[src/rtl/pix_mem_arbiter.sv]
// Pixel memory arbiter: CPU-priority access to the single-port pixel RAM
// with a bounded-wait counter that guarantees the display a periodic slot.
module pix_mem_arbiter #(
    parameter int ADDR_W   = 16,
    parameter int DATA_W   = 32,
    parameter int MAX_WAIT = 4
) (
    input  logic              clk,
    input  logic              rst,
    input  logic              cpu_req,
    input  logic              cpu_we,
    input  logic [ADDR_W-1:0] cpu_addr,
    input  logic [DATA_W-1:0] cpu_wdata,
    output logic              cpu_stall,
    output logic              cpu_rvalid,
    output logic [DATA_W-1:0] cpu_rdata,
    input  logic              disp_req,
    input  logic [ADDR_W-1:0] disp_addr,
    output logic              disp_gnt,
    output logic              disp_rvalid,
    output logic [DATA_W-1:0] disp_rdata,
    output logic              mem_en,
    output logic              mem_we,
    output logic [ADDR_W-1:0] mem_addr,
    output logic [DATA_W-1:0] mem_wdata,
    input  logic [DATA_W-1:0] mem_rdata
);

    typedef enum logic [1:0] {
        OWN_NONE,
        OWN_CPU,
        OWN_DISP
    } owner_e;

    localparam logic [3:0] WAIT_MAX = 4'(MAX_WAIT);

    owner_e            rd_owner;
    owner_e            rd_owner_nxt;
    logic [3:0]        wait_cnt;
    logic [3:0]        wait_cnt_nxt;
    logic              force_disp;
    logic              cpu_grant;
    logic              disp_grant;
    logic [DATA_W-1:0] cpu_rdata_q;
    logic [DATA_W-1:0] disp_rdata_q;

    assign force_disp = disp_req & (wait_cnt == WAIT_MAX);

    // Select terms are made mutually exclusive so the decode is one-hot.
    always_comb begin
        cpu_grant  = 1'b0;
        disp_grant = 1'b0;
        unique case (1'b1)
            force_disp:                           disp_grant = 1'b1;
            (cpu_req & ~force_disp):              cpu_grant  = 1'b1;
            (disp_req & ~cpu_req & ~force_disp):  disp_grant = 1'b1;
            default: ;
        endcase
    end

    always_comb begin
        mem_en    = 1'b0;
        mem_we    = 1'b0;
        mem_addr  = '0;
        mem_wdata = '0;
        if (cpu_grant) begin
            mem_en    = 1'b1;
            mem_we    = cpu_we;
            mem_addr  = cpu_addr;
            mem_wdata = cpu_we ? cpu_wdata : '0;
        end else if (disp_grant) begin
            mem_en   = 1'b1;
            mem_addr = disp_addr;
        end
    end

    assign cpu_stall = cpu_req & ~cpu_grant;
    assign disp_gnt  = disp_grant;

    always_comb begin
        wait_cnt_nxt = wait_cnt;
        if (disp_grant) begin
            wait_cnt_nxt = 4'd0;
        end else if (disp_req && (wait_cnt != WAIT_MAX)) begin
            wait_cnt_nxt = wait_cnt + 4'd1;
        end
    end

    always_comb begin
        rd_owner_nxt = OWN_NONE;
        if (cpu_grant && !cpu_we) begin
            rd_owner_nxt = OWN_CPU;
        end else if (disp_grant) begin
            rd_owner_nxt = OWN_DISP;
        end
    end

    always_ff @(posedge clk or posedge rst) begin
        if (rst) begin
            rd_owner <= OWN_NONE;
            wait_cnt <= 4'd0;
        end else begin
            rd_owner <= rd_owner_nxt;
            wait_cnt <= wait_cnt_nxt;
        end
    end

    // Hold registers keep the last delivered word for the idle side.
    always_ff @(posedge clk or posedge rst) begin
        if (rst) begin
            cpu_rdata_q  <= '0;
            disp_rdata_q <= '0;
        end else begin
            if (rd_owner == OWN_CPU) begin
                cpu_rdata_q <= mem_rdata;
            end
            if (rd_owner == OWN_DISP) begin
                disp_rdata_q <= mem_rdata;
            end
        end
    end

    assign cpu_rvalid  = (rd_owner == OWN_CPU);
    assign disp_rvalid = (rd_owner == OWN_DISP);
    assign cpu_rdata   = cpu_rvalid ? mem_rdata : cpu_rdata_q;
    assign disp_rdata  = disp_rvalid ? mem_rdata : disp_rdata_q;

endmodule

[config.mk]
export PLATFORM = sky130hd
export DESIGN_NAME = pix_mem_arbiter
export DESIGN_NICKNAME = d
export VERILOG_FILES = /design/src/rtl/pix_mem_arbiter.sv
export SDC_FILE = /design/constraint.sdc
export NUM_CORES = 1
export LEC_CHECK = 0
export CAP_MARGIN = 20
export CORE_MARGIN = 10
export CORE_UTILIZATION = 38
export CTS_CLUSTER_DIAMETER = 50
export CTS_CLUSTER_SIZE = 30
export DETAILED_ROUTE_END_ITERATION = 10
export PLACE_DENSITY = 0.95
export SETUP_SLACK_MARGIN = 0.1
export SLEW_MARGIN = 20
export SYNTH_ARGS = -nofsm -noshare
export SYNTH_HDL_FRONTEND = slang
export SYNTH_SLANG_ARGS = --single-unit
[constraint.sdc]
create_clock -name clk -period 4.1 [get_ports clk]
set_clock_uncertainty 0.05 [all_clocks]
set_input_delay 0.615 -clock clk [delete_from_list [all_inputs] [get_ports clk]]
set_output_delay 0.615 -clock clk [all_outputs]
set_load 0.02 [all_outputs]
; ---- Word level (Yosys, flattened, before mapping)
; Index checks and enable logic that the tools add are counted.
; Widths: inputs -> output; s select.
[word_totals]
register_bits = 70
in_bits = 101
wordCells = 37
[classes]
add_sub_neg = 1
eq_ne = 4
n_mux = 15
bitwise = 8
reduce_logical = 5
[ops]
columns = cell, n
row1 = $mux 32, 4
row2 = $mux 16, 2
row3 = $mux 4, 2
row4 = $and 1x1->1, 5
row5 = $mux 1, 5
row6 = $add 4x1->4 const B, 1
row7 = $eq 4x3->1 const B, 1
row8 = $mux 2, 2
row9 = $ne 4x3->1 const B, 1
row10 = $not 1->1, 3
row11 = $eq 2x1->1 const B, 1
row12 = $eq 2x2->1 const B, 1
row13 = $logic_and 1x1->1, 2
row14 = $reduce_bool 2->1, 1
row15 = $reduce_or 2->1, 1
row16 = $logic_not 1->1, 1

; ---- Longest topological paths before layout
[logic_depth]
depth_word = 8
ltp_mapped = 7
mapped_depth_nobuf = 5

; ---- Least setup slack after synthesis
; Ideal clock, no wire load.
[synth_path]
path_type = input to output
from = input disp_req
to = output mem_wdata[10]
t_arrival_ns = 1.546
t_required_ns = 3.435
path_slack_ns = 1.889
stages = 5
n_path_buf = 2
cell_sequence = buf_6 nand4b_4 and3_1 buf_2 and2_1
[synth_via]
elab_chain_len = 5
[synth_rtl]
columns = element, line
row1 = start: declaration, 17  ; input logic disp_req,
row2 = $and 1x1->1, 47  ; assign force_disp = disp_req & (wait_cnt == WAIT_MAX);
row3 = $not 1->1, 55  ; (cpu_req & ~force_disp): cpu_grant = 1'b1;
row4 = $and 1x1->1, 55
row5 = $mux 1, 53  ; unique case (1'b1)
row6 = $mux 32, 66  ; if (cpu_grant) begin
row7 = end: declaration, 25  ; output logic [DATA_W-1:0] mem_wdata,
; Every way passes these cells.

; ---- Worst setup path after layout
[layout_path]
from = input disp_req
to = output mem_addr[6]
[layout_via]
elab_chain_len = 7
elab_cells_between_ends = 10
[layout_rtl]
columns = element, line
row1 = $and 1x1->1, 47
row2 = $not 1->1, "55, 56"
row3 = $and 1x1->1, 56  ; (disp_req & ~cpu_req & ~force_disp): disp_grant = 1'b1;
row4 = $reduce_or 2->1 (no line), -
row5 = $mux 1, 53
row6 = $mux 16, 71  ; end else if (disp_grant) begin
row7 = $mux 16 *, 66
row8 = end: declaration, 24  ; output logic [ADDR_W-1:0] mem_addr,
; Mark *: on every way between the ends. The rest lies on a longest branch, timed or not.

==> metrics.md <==
| Metric | Value |
|---|---|
| Status | completed |
| Sort of element at the end of the critical path | primary output |
| Reg-to-reg slack, setup | 2.21 ns |
| Final worst path period need | 3.61 ns |
| CTS Root Cell | clkbuf_8 |
| Remaining routing DRC violations | 0 |
| Layout cell share with drive strength beyond 1 | 19.5% |
| Number of max-cap violations | 0 |
| Final setup fails | 0 |
| Net switching power of the design | 754 uW |
| Worst Reg-to-Reg Cells | 3 |
| Fin util | 71.0% |
| Count of cells resized by post-cts repair | 0 |
| Worst EP arrival | 2.95 ns |
| XOR/XNOR Fraction of Synth Area | 0.566% |
| Clock-pin slew reported for the worst setup and hold paths after clock tree synthesis | 0.07 ns |
| Post-CTS Setup Inserts | 0 |
| Cell-internal power | 1690 uW |
| Number of global-route vias before repair | 2,955 |
| Post-CTS Hold Fix Bufs | 0 |
| Buffers added on ports | 218 |
| Sequential cell area fraction in the yosys report | 56.6% |
| Maximum clock path buffer count | 2 |
| Fraction of the mapped netlist area in adder cells | 0.808% |
| Highest Clock Rate | 277 MHz |
| Primary FF master, synth | dfrtp_1 |
| Antenna violations before repair | 0 |
| Number of routed nets with antenna violations | 0 |
| Setup repair after global routing missed its margin | false |
| Initial Utilization | 39.7% |
| #FFs+latches synth | 70 |
| CTS HTree Levels | 3 |
| GRT Util Overall | 18.4% |
| Number of sinks handled by clock tree synthesis | 70 |
| Min-Delay Path Class | reg2reg |
| Gr ovfl total | 0 |
| ANT cells | 0 |
| Maximum number of pins on one net before global-route repair | 45 |
| Clock Power Share | 23.5% |
| Via count of the routed design | 2,632 |
| Post-synthesis compound-gate area fraction | 5.33% |
| Worst setup path endpoint | mem_addr[6] |
| Number of enable-type register cells in the synthesized netlist | 0 |
| Multiplexer share of the synthesized area | 23.3% |
| Area of the placeable core | 7810 um^2 |
| Post-Synthesis Net Count | 329 |
| Row Count | 32 |
| Number of distinct library cells after synthesis | 21 |
| DIE HEIGHT | 110 um |
| Top-level I/O count | 219 |
| Accumulated negative setup slack | 0 ns |
| Detailed Routing Iterations Pass 1 | 4 |
| Cell area after technology mapping | 3100 um^2 |
| Gate count of the mapped netlist | 226 |
| Slew @ Worst Pin | 0.871 ns |
| Largest driver fanout on the critical path | 19 |
| Synth async-reset ratio | 100% |
| Area of the die | 12,200 um^2 |
| Final hold violation count | 0 |
| Crit Reg-Reg Endpoint | cpu_rdata_q[15] |
| Simple logic cell fraction of the synthesized area | 9.49% |
| Proportion of power drawn by flip-flops and latches | 35.8% |
| Final weighted congestion in routability-driven placement | 0.776 |
| Worst Path Class, Setup | in2out |
| Reported leakage power | 0.00230 uW |
| DIE WIDTH | 110 um |
| NumNets Final | 546 |
| HPWL Detailed | 9350 um |
| Max-slew headroom at the worst pin | 41.9% |
| Avg WL per Cell | 20.7 um |
| Wire length of the first global-routing pass | 16,800 um |
| Avg Cell Area, Syn | 13.7 um^2 |
| Pwr dens | 441 nW/um^2 |
| Startpoint type of the worst setup path | input port |
| Main combinational cell family by area after synthesis | multiplexers |
| Cell Area, Placed | 5340 um^2 |
| CTS tree | built |
| Number of warning messages in the yosys log | 0 |
| Post-route design area | 5540 um^2 |
| Clock insertion delay at the later pin of the skew report | 0.32 ns |
| Post-synthesis to final-layout area growth | 78.9% |
| Combinational group share of total power | 40.7% |
| Required arrival time at the worst endpoint | 3.43 ns |
| Timing startpoint of the critical path | disp_req |
| Max IR drop VDD | 0.251 mV |
| Power after layout | 2440 uW |
| Pins Over Slew Limit | 0 |
| Via-per-instance ratio | 4.79 |
| Crit share post-route | 88.1% |
| 1st-iter DRT viols | 111 |
| Total routed wirelength | 11,400 um |
| Worst reg2reg startpoint | rd_owner[1] |
| Number of buffers inserted during clock tree synthesis | 9 |
| Net switching fraction of the power | 30.9% |
power by group through the flow:
stage | Clock [uW] | Combinational, uW | Sequential (uW)
floorplan | 0 | 500 | 873
global placement | 0 | 984 | 879
detailed placement | 0 | 1010 | 889
CTS | 591 | 1010 | 877
global route | 627 | 1050 | 890
finish | 575 | 995 | 875
flip-flops by register name (all words and copies together), names as in the netlist:
register,flops
cpu_rdata_q,32
disp_rdata_q,32
rd_owner,2
wait_cnt,4
cell type report:
cell class,count,area (um^2)
tap,102,128
multi-input combinational,135,1230
clock buffer,10,128
inverter,6,22.5
fill,564,2270
sequential,70,1750
timing repair buffer,221,2200
clock inverter,5,75.1
cell families after synthesis:
group / Yosys count
adder cells (fa/ha/maj): 2
multiplexers: 64
flip-flops: 70
XOR/XNOR: 2
AO/OA/AOI/OAI: 20
buffers and inverters: 21
AND/OR/NAND/NOR: 47
critical path, cell delays in order:
cell             delay, ns
clkdlybuf4s50_1       0.65
inv_1                 0.14
o21ai_2               0.66
a22o_1                0.27
clkdlybuf4s50_1       0.61
Yosys cell counts, types with 2 or more instances:
cell type  instances  area [um^2]
nand2_1            4         15.0
inv_1              6         22.5
nor2_1             4         15.0
buf_6              4         45.0
and2_1            32          200
mux2_2            64          721
xor2_1             2         17.5
ha_1               2         25.0
buf_2              9         45.0
o21ai_0            2         10.0
a22o_1            16          140
clkbuf_2           2         10.0
nand4_1            2         12.5
dfrtp_1           70         1750
through the flow:
step / worst slack, ns / cells / hold WS, ns
after floorplan: 1.67 / 226 / 0.455
after global placement: 0.620 / 534 / 0.428
after detailed placement: 0.529 / 534 / 0.431
after CTS: 0.512 / 549 / 0.448
after global routing: 0.390 / 549 / 0.456
final: 0.486 / 549 / 0.445
placed cells by master (no fill, tap or decap):
cell type / Yosys / final
a22o_1: 16 / 16
and2_1: 32 / 32
and2_4: 1 / 1
and3_1: 1 / 1
buf_4: 0 / 3
bufinv_16: 0 / 2
clkbuf_1: 0 / 1
clkbuf_8: 0 / 9
clkdlybuf4s50_1: 0 / 218
clkinv_2: 0 / 3
dfrtp_1: 70 / 70
ha_1: 2 / 2
inv_1: 6 / 5
inv_2: 0 / 1
mux2_2: 64 / 64
nand2_1: 4 / 4
nand2b_2: 0 / 1
nand4_1: 2 / 2
nand4b_4: 1 / 1
nor2_1: 4 / 4
nor2b_4: 0 / 1
o21ai_0: 2 / 2
o21ai_2: 1 / 1
o22ai_1: 1 / 1
xor2_1: 2 / 2
worst min-delay path by stage:
stage                     slack [ns]          endpoint  cells after the start        startpoint
after floorplan                 0.46       wait_cnt[3]                      2       wait_cnt[3]
after global placement          0.43  disp_rdata_q[26]                      1  disp_rdata_q[26]
after detailed placement        0.43  disp_rdata_q[12]                      1  disp_rdata_q[12]
after CTS                       0.45  disp_rdata_q[12]                      1  disp_rdata_q[12]
after global routing            0.46  disp_rdata_q[25]                      1  disp_rdata_q[25]
final                           0.45  disp_rdata_q[12]                      1  disp_rdata_q[12]
per-layer routing:
layer	part of all wire, %	vias up	GRT usage [%]
met5	0	-	0
met4	2.9	0	7.34
met3	12	14	10.3
met2	52	144	32.2
met1	33	1269	17.5
li1	-	1205	-
Note: power is estimated with default switching activity, not from simulation.
